===== src/rtl/hazard_unit_pkg.sv =====
// Shared MIPS pipeline definitions: opcodes, ALU-op encodings and the
// hazard scoreboard entry type.
package mips_pkg;

    localparam int REG_ADDR_W = 5;

    localparam logic [5:0] OP_RTYPE = 6'd0;
    localparam logic [5:0] OP_LW    = 6'd35;
    localparam logic [5:0] OP_SW    = 6'd43;
    localparam logic [5:0] OP_BEQ   = 6'd4;

    localparam logic [1:0] ALUOP_ADD   = 2'b00;
    localparam logic [1:0] ALUOP_SUB   = 2'b01;
    localparam logic [1:0] ALUOP_FUNCT = 2'b10;

    // Scoreboard slot order: youngest (EX) first.
    localparam int SB_EX    = 0;
    localparam int SB_MEM   = 1;
    localparam int SB_WB    = 2;
    localparam int SB_DEPTH = 3;

    typedef struct packed {
        logic                  valid;
        logic [REG_ADDR_W-1:0] dest;
        logic                  isLoad;
    } sb_entry_t;

    localparam sb_entry_t SB_EMPTY = '0;

    typedef enum logic [1:0] {
        CLS_RTYPE,
        CLS_LOAD,
        CLS_STORE,
        CLS_BRANCH
    } op_class_t;

    // Unknown opcodes fall into the load row, same as the control decoder.
    function automatic op_class_t classifyOp(input logic [5:0] opCode);
        case (opCode)
            OP_RTYPE: return CLS_RTYPE;
            OP_SW:    return CLS_STORE;
            OP_BEQ:   return CLS_BRANCH;
            default:  return CLS_LOAD;
        endcase
    endfunction

endpackage


===== src/rtl/hazard_unit_if.sv =====
// ID-stage / hazard-unit signal bundle. master = pipeline side, slave = hazard unit.
interface hazard_unit_if #(
    parameter int ADDR_W = 5,
    parameter int CNT_W  = 16
);

    logic              idValid;
    logic [5:0]        idOpCode;
    logic [ADDR_W-1:0] idRs;
    logic [ADDR_W-1:0] idRt;
    logic [ADDR_W-1:0] idRd;
    logic              memBranchTaken;

    logic              stallSignal;
    logic              pcWrite;
    logic              ifIdWrite;
    logic              flush;
    logic [CNT_W-1:0]  stallCount;

    modport master (
        output idValid, idOpCode, idRs, idRt, idRd, memBranchTaken,
        input  stallSignal, pcWrite, ifIdWrite, flush, stallCount
    );

    modport slave (
        input  idValid, idOpCode, idRs, idRt, idRd, memBranchTaken,
        output stallSignal, pcWrite, ifIdWrite, flush, stallCount
    );

endinterface


===== src/rtl/hazard_unit_decode.sv =====
// Opcode classifier: which register an instruction writes, whether it is a
// load, and whether rt is read as a source. Shared with the control decoder.
module hazard_decode
    import mips_pkg::*;
#(
    parameter int ADDR_W = REG_ADDR_W
) (
    input  logic [5:0]        opCode,
    input  logic [ADDR_W-1:0] rt,
    input  logic [ADDR_W-1:0] rd,
    output logic              hasDest,
    output logic [ADDR_W-1:0] dest,
    output logic              isLoad,
    output logic              usesRt
);

    always_comb begin
        dest   = '0;
        isLoad = 1'b0;
        usesRt = 1'b0;
        unique case (classifyOp(opCode))
            CLS_RTYPE: begin
                dest   = rd;
                usesRt = 1'b1;
            end
            CLS_STORE,
            CLS_BRANCH: begin
                usesRt = 1'b1;
            end
            CLS_LOAD: begin
                dest   = rt;
                isLoad = 1'b1;
            end
        endcase
    end

    // $0 is hardwired, so writing it produces nothing to wait for.
    assign hasDest = (dest != '0);

endmodule


===== src/rtl/hazard_unit.sv =====
// RAW hazard detection and stall/flush control for the 5-stage MIPS pipeline.
// Define HAZARD_FORWARDING_EN when the EX/MEM forwarding network is present.
module hazard_unit
    import mips_pkg::*;
#(
    parameter int ADDR_W = REG_ADDR_W,
    parameter int CNT_W  = 16
) (
    input  logic          clk,
    input  logic          reset,
    hazard_unit_if.slave  hz
);

`ifdef HAZARD_FORWARDING_EN
    // Only a load still in EX cannot be forwarded in time.
    localparam logic [SB_DEPTH-1:0] STALL_STAGES = 3'b001;
    localparam logic                LOAD_ONLY    = 1'b1;
`else
    // WB is excluded: the register file writes in the first half-cycle.
    localparam logic [SB_DEPTH-1:0] STALL_STAGES = 3'b011;
    localparam logic                LOAD_ONLY    = 1'b0;
`endif

    sb_entry_t         sb [SB_DEPTH];
    sb_entry_t         idEntry;
    logic              idHasDest;
    logic [ADDR_W-1:0] idDest;
    logic              idIsLoad;
    logic              idUsesRt;
    logic              rawHazard;
    logic              stall;
    logic [CNT_W-1:0]  stallCnt;

    hazard_decode #(
        .ADDR_W (ADDR_W)
    ) u_decode (
        .opCode  (hz.idOpCode),
        .rt      (hz.idRt),
        .rd      (hz.idRd),
        .hasDest (idHasDest),
        .dest    (idDest),
        .isLoad  (idIsLoad),
        .usesRt  (idUsesRt)
    );

    function automatic logic srcHit(input sb_entry_t e, input logic [ADDR_W-1:0] src);
        return e.valid && (src != '0) && (src == e.dest);
    endfunction

    always_comb begin
        rawHazard = 1'b0;
        for (int i = 0; i < SB_DEPTH; i++) begin
            if (STALL_STAGES[i] && (!LOAD_ONLY || sb[i].isLoad) &&
                (srcHit(sb[i], hz.idRs) || (idUsesRt && srcHit(sb[i], hz.idRt)))) begin
                rawHazard = 1'b1;
            end
        end
    end

    // A taken branch squashes the ID instruction anyway, so it overrides the stall.
    assign stall = hz.idValid && rawHazard && !hz.memBranchTaken;

    assign idEntry = '{valid: hz.idValid && idHasDest, dest: idDest, isLoad: idIsLoad};

    assign hz.stallSignal = stall;
    assign hz.pcWrite     = !stall;
    assign hz.ifIdWrite   = !stall;
    assign hz.flush       = hz.memBranchTaken;
    assign hz.stallCount  = stallCnt;

    always_ff @(posedge clk or posedge reset) begin
        if (reset) begin
            for (int i = 0; i < SB_DEPTH; i++) begin
                sb[i] <= SB_EMPTY;
            end
            stallCnt <= '0;
        end else begin
            sb[SB_WB] <= sb[SB_MEM];
            if (hz.memBranchTaken) begin
                sb[SB_MEM] <= SB_EMPTY;
                sb[SB_EX]  <= SB_EMPTY;
            end else if (stall) begin
                sb[SB_MEM] <= sb[SB_EX];
                sb[SB_EX]  <= SB_EMPTY;
            end else begin
                sb[SB_MEM] <= sb[SB_EX];
                sb[SB_EX]  <= idEntry;
            end

            if (stall && (stallCnt != '1)) begin
                stallCnt <= stallCnt + CNT_W'(1);
            end
        end
    end

endmodule


===== src/flat_wrapper.sv =====
// flat-port wrapper written by rule: the top's interface ports become plain ports
module hazard_unit_flat import mips_pkg::*;
#(
    parameter int ADDR_W = REG_ADDR_W,
    parameter int CNT_W  = 16
)
  (clk, reset, hz_idValid, hz_idOpCode, hz_idRs, hz_idRt, hz_idRd, hz_memBranchTaken, hz_stallSignal, hz_pcWrite, hz_ifIdWrite, hz_flush, hz_stallCount);
  hazard_unit_if #(.ADDR_W(ADDR_W), .CNT_W(CNT_W)) hz_i ();
  input  logic clk;
  input  logic reset;
  input wire logic [$bits(hz_i.idValid)-1:0] hz_idValid;
  input wire logic [$bits(hz_i.idOpCode)-1:0] hz_idOpCode;
  input wire logic [$bits(hz_i.idRs)-1:0] hz_idRs;
  input wire logic [$bits(hz_i.idRt)-1:0] hz_idRt;
  input wire logic [$bits(hz_i.idRd)-1:0] hz_idRd;
  input wire logic [$bits(hz_i.memBranchTaken)-1:0] hz_memBranchTaken;
  output wire logic [$bits(hz_i.stallSignal)-1:0] hz_stallSignal;
  output wire logic [$bits(hz_i.pcWrite)-1:0] hz_pcWrite;
  output wire logic [$bits(hz_i.ifIdWrite)-1:0] hz_ifIdWrite;
  output wire logic [$bits(hz_i.flush)-1:0] hz_flush;
  output wire logic [$bits(hz_i.stallCount)-1:0] hz_stallCount;
  assign hz_i.idValid = hz_idValid;
  assign hz_i.idOpCode = hz_idOpCode;
  assign hz_i.idRs = hz_idRs;
  assign hz_i.idRt = hz_idRt;
  assign hz_i.idRd = hz_idRd;
  assign hz_i.memBranchTaken = hz_memBranchTaken;
  assign hz_stallSignal = hz_i.stallSignal;
  assign hz_pcWrite = hz_i.pcWrite;
  assign hz_ifIdWrite = hz_i.ifIdWrite;
  assign hz_flush = hz_i.flush;
  assign hz_stallCount = hz_i.stallCount;
  hazard_unit #(.ADDR_W(ADDR_W), .CNT_W(CNT_W)) u_core (.clk(clk), .reset(reset), .hz(hz_i));
endmodule

===== config.mk =====
export PLATFORM = sky130hd
export DESIGN_NAME = hazard_unit_flat
export DESIGN_NICKNAME = d
export VERILOG_FILES = /design/src/rtl/hazard_unit_pkg.sv /design/src/rtl/hazard_unit_if.sv /design/src/rtl/hazard_unit_decode.sv /design/src/rtl/hazard_unit.sv /design/src/flat_wrapper.sv
export SDC_FILE = /design/constraint.sdc
export NUM_CORES = 1
export LEC_CHECK = 0
export CAP_MARGIN = 20
export CORE_ASPECT_RATIO = 0.75
export CORE_MARGIN = 5
export CORE_UTILIZATION = 45
export CTS_CLUSTER_DIAMETER = 60
export DETAILED_ROUTE_END_ITERATION = 6
export MAX_ROUTING_LAYER = met4
export PLACE_DENSITY = 0.77
export SYNTH_ARGS = -nofsm -noshare
export SYNTH_HDL_FRONTEND = slang
export SYNTH_SLANG_ARGS = --single-unit

===== constraint.sdc =====
create_clock -name clk -period 5.1 [get_ports clk]
set_input_delay 0.765 -clock clk [delete_from_list [all_inputs] [get_ports clk]]
set_output_delay 0.765 -clock clk [all_outputs]
set_load 0.01 [all_outputs]

==> key figures <==
Logic synthesis
  – Synth cell types: 30
  – FFs w/ async S/R, synth: 100%
  – Mean Syn Cell Area: 10.4 um^2
  – Syn Nets: 173
  – Post-synth top area share: 46.0%
  – Seq cells post-synth: 28
  – Largest cells by area after synthesis: dfrtp_1 46%, xnor2_1 20%, nand4_1 4.5%, nor2b_1 3.3%, nand2_1 2.7%
  – Mapped Cells: 147
  – Yosys warns: 0
  – Sequential share of the synthesized area: 46.0%
  – Synth area leader: dfrtp_1
  – Synthesized area: 1520 um^2
  – Ys flop type: dfrtp_1
  – Number of enable flip-flop cells after synthesis: 0

Route
  – Final ANT Viol Nets: 0
  – # DRC: 0
  – Total number of vias: 1281
  – WL final: 3530 um
  – DRT Pass-1 Iters: 4
  – Vias per cell: 5.47
  – Wirelength per Cell: 15.1 um
  – Initial DRC Count: 69

Power and ir drop
  – Peak VDD IR: 0.000113 V
  – P_int: 0.337 mW
  – Sw Share: 23.9%
  – PwrDens: 213 nW/um^2
  – Flop pwr share: 53.4%
  – Clk pwr share: 31.7%
  – NetSw: 0.106 mW
  – Leakage: 0.804 nW
  – Final Power: 0.442 mW
  – Gate power share: 14.9%

Die
  – Initial Util: 46.6%
  – Die width: 77.2 um
  – I/O pin count: 45
  – # rows: 18
  – Die Y: 60.4 um
  – Core area: 3270 um^2
  – Die ar.: 4660 um^2

Global route
  – Largest net degree at the start of global routing: 29
  – Vias in the first global route: 1319
  – First-pass GRT wire length: 6050 um
  – Initial antenna violation count: 0
  – Gr ovfl total: 0
  – Global Route Usage Sum: 16.9%

Timing
  – RSZ-0062 raised after global routing: false
  – Worst clock skew: 0.00451 ns
  – Final worst path period share: 80.3%
  – Final hold vios: 0
  – Worst slew pin tran: 0.857 ns
  – Slew Viols, Final: 0
  – Final Critical Period: 4.09 ns
  – Hold_ws: 0.502 ns
  – Max Fclk: 0.244 GHz
  – Setup TNS: 0 ns
  – Slew HR: 42.3%
  – Endpoints failing setup: 0

Cells and area
  – Proportion of layout cells with a drive suffix above 1: 5.67%
  – Finished Layout Cells: 234
  – Diodes inserted: 0
  – Final net count: 221
  – P&R area growth vs syn: 36.2%
  – Fin util: 63.5%

Placement
  – RD Place Congestion: 0.848
  – Post-DP HPWL: 2840 um
  – Port bufs: 44
  – Inst Count DP: 229

Outcome
  – Outcome: complete, no violations

Clock tree
  – Clk sinks: 28
  – CTS Buf Count: 3
  – Post-CTS Setup Inserts: 0
  – Post-CTS Hold Fix Bufs: 0
  – Clock buffer depth: 2
  – CTS root buffer: clkbuf_8
  – H-tree depth: 1
  – Skew-Pair Late Insertion Delay: 0.28 ns
  – Clock slew at reported path FFs: 0.10 ns
  – Post_cts resized: 0
  – CTS tree: done

Critical path
  – Most used cell, CP: clkdlybuf4s50_1
  – Slowest stage delay, CP: 0.69 ns
  – Worst EP arrival: 3.33 ns
  – Crit start category: input pin
  – Setup CP Type: input pin to output pin
  – Max FO, Critical Path: 8
  – Family with the most delay on the worst path: buffers and inverters
  – Worst EP required: 4.34 ns
  – Buf/Inv on CP: 3
  – Worst path cell trace: clkdlybuf4s50_1 -> or4_1 -> o21ai_0 -> a21boi_4 -> inv_1 -> clkdlybuf4s50_1
  – CP max-delay cell: o21ai_0
  – Nature of the critical path endpoint: output pin

Flow run
  – Max-cap viol count: 0

Min path
  – Hold WC Path Type: flip-flop to flip-flop
[sequential cells by signal, indices dropped and copies added (netlist names)]
| signal | count |
|---|---|
| u_core.sb | 12 |
| u_core.hz.stallCount | 16 |
[power by group through the flow]
stage	combinational, mW	sequential [mW]	clock [mW]
after CTS	0.0647	0.236	0.143
after detailed placement	0.0644	0.240	0
after global placement	0.0619	0.240	0
final	0.0659	0.236	0.140
after global routing	0.0725	0.237	0.149
after floorplan	0.0295	0.239	0
[final cells by class]
class | count | area [um^2]
sequential | 28 | 701
timing repair buffer | 45 | 460
clock buffer | 4 | 55.1
tap | 40 | 50.0
multi-input combinational | 114 | 796
inverter | 3 | 11.3
fill | 243 | 1190
[worst reg2reg max path, stage by stage, from the launching register on]
cell,delay (ns)
dfrtp_1,0.42
xnor2_1,0.15
nand4_1,0.11
o22ai_1,0.24
or3b_4,0.46
a21oi_4,0.31
mux2_2,0.37
[kinds of logic (layout without fill, tap and decap cells)]
kind of cell	Yosys count	in the layout	synth area share, %
AOI/OAI and AO/OA	17	17	8.63
xor gates and xnor gates	35	35	20.1
adders and majority gates	1	1	0.822
buffers and inverters	5	52	1.73
DFF	28	28	46.0
muxes	1	1	0.739
and+or+nand+nor	60	60	21.9
[through the flow]
stage	setup slack (ns)	cell area, um^2
global route	0.860	2070
finish	1.01	2070
floorplan	1.84	1520
detailed placement	1.02	2000
global placement	1.04	2000
CTS	1.02	2050
[per-layer routing]
metal  GRT usage (%)  vias to the layer above  wire [um]
met5               -                        -          0
met3            3.41                        3        127
met2            27.9                       30       1780
li1                -                      611          -
met4            6.37                        0         25
met1            20.8                      637       1590
[layout by cell type, fill, tap and decap left out, types with 2 or more instances in the layout]
master | netlist | routed
o21ai_0 | 5 | 5
nand3_1 | 6 | 6
dfrtp_1 | 28 | 28
nand2_1 | 11 | 11
a22oi_1 | 5 | 5
nor2_1 | 9 | 9
clkdlybuf4s50_1 | 0 | 44
inv_1 | 3 | 3
or4_1 | 3 | 3
clkbuf_8 | 0 | 4
nor2b_1 | 8 | 8
nand4_1 | 11 | 11
and3_1 | 4 | 4
xnor2_1 | 34 | 34
o22ai_1 | 2 | 2
[worst paths after layout]
check	start	endpoint	slack, ns	depth (start not counted)
setup / recovery	hz_idRs[0]	hz_ifIdWrite	1.01	6
hold / removal	u_core.hz.stallCount[9]	u_core.hz.stallCount[9]	0.50	1
setup reg to reg	u_core.sb[11]	u_core.hz.stallCount[1]	2.94	6
hold reg to reg	u_core.hz.stallCount[9]	u_core.hz.stallCount[9]	0.50	1
max in group asynchronous	reset	u_core.hz.stallCount[4]	4.09	3
min in group asynchronous	reset	u_core.hz.stallCount[0]	0.66	2
[synthesized netlist by cell type (all sizes together) (2+ instances only)]
master	count
a21oi	2
a22oi	5
and3	4
buf	2
dfrtp	28
inv	3
nand2	11
nand3	6
nand4	11
nor2	10
nor2b	8
o21ai	5
o22ai	2
or4	4
xnor2	34
Power figures use the tool's default switching activity.
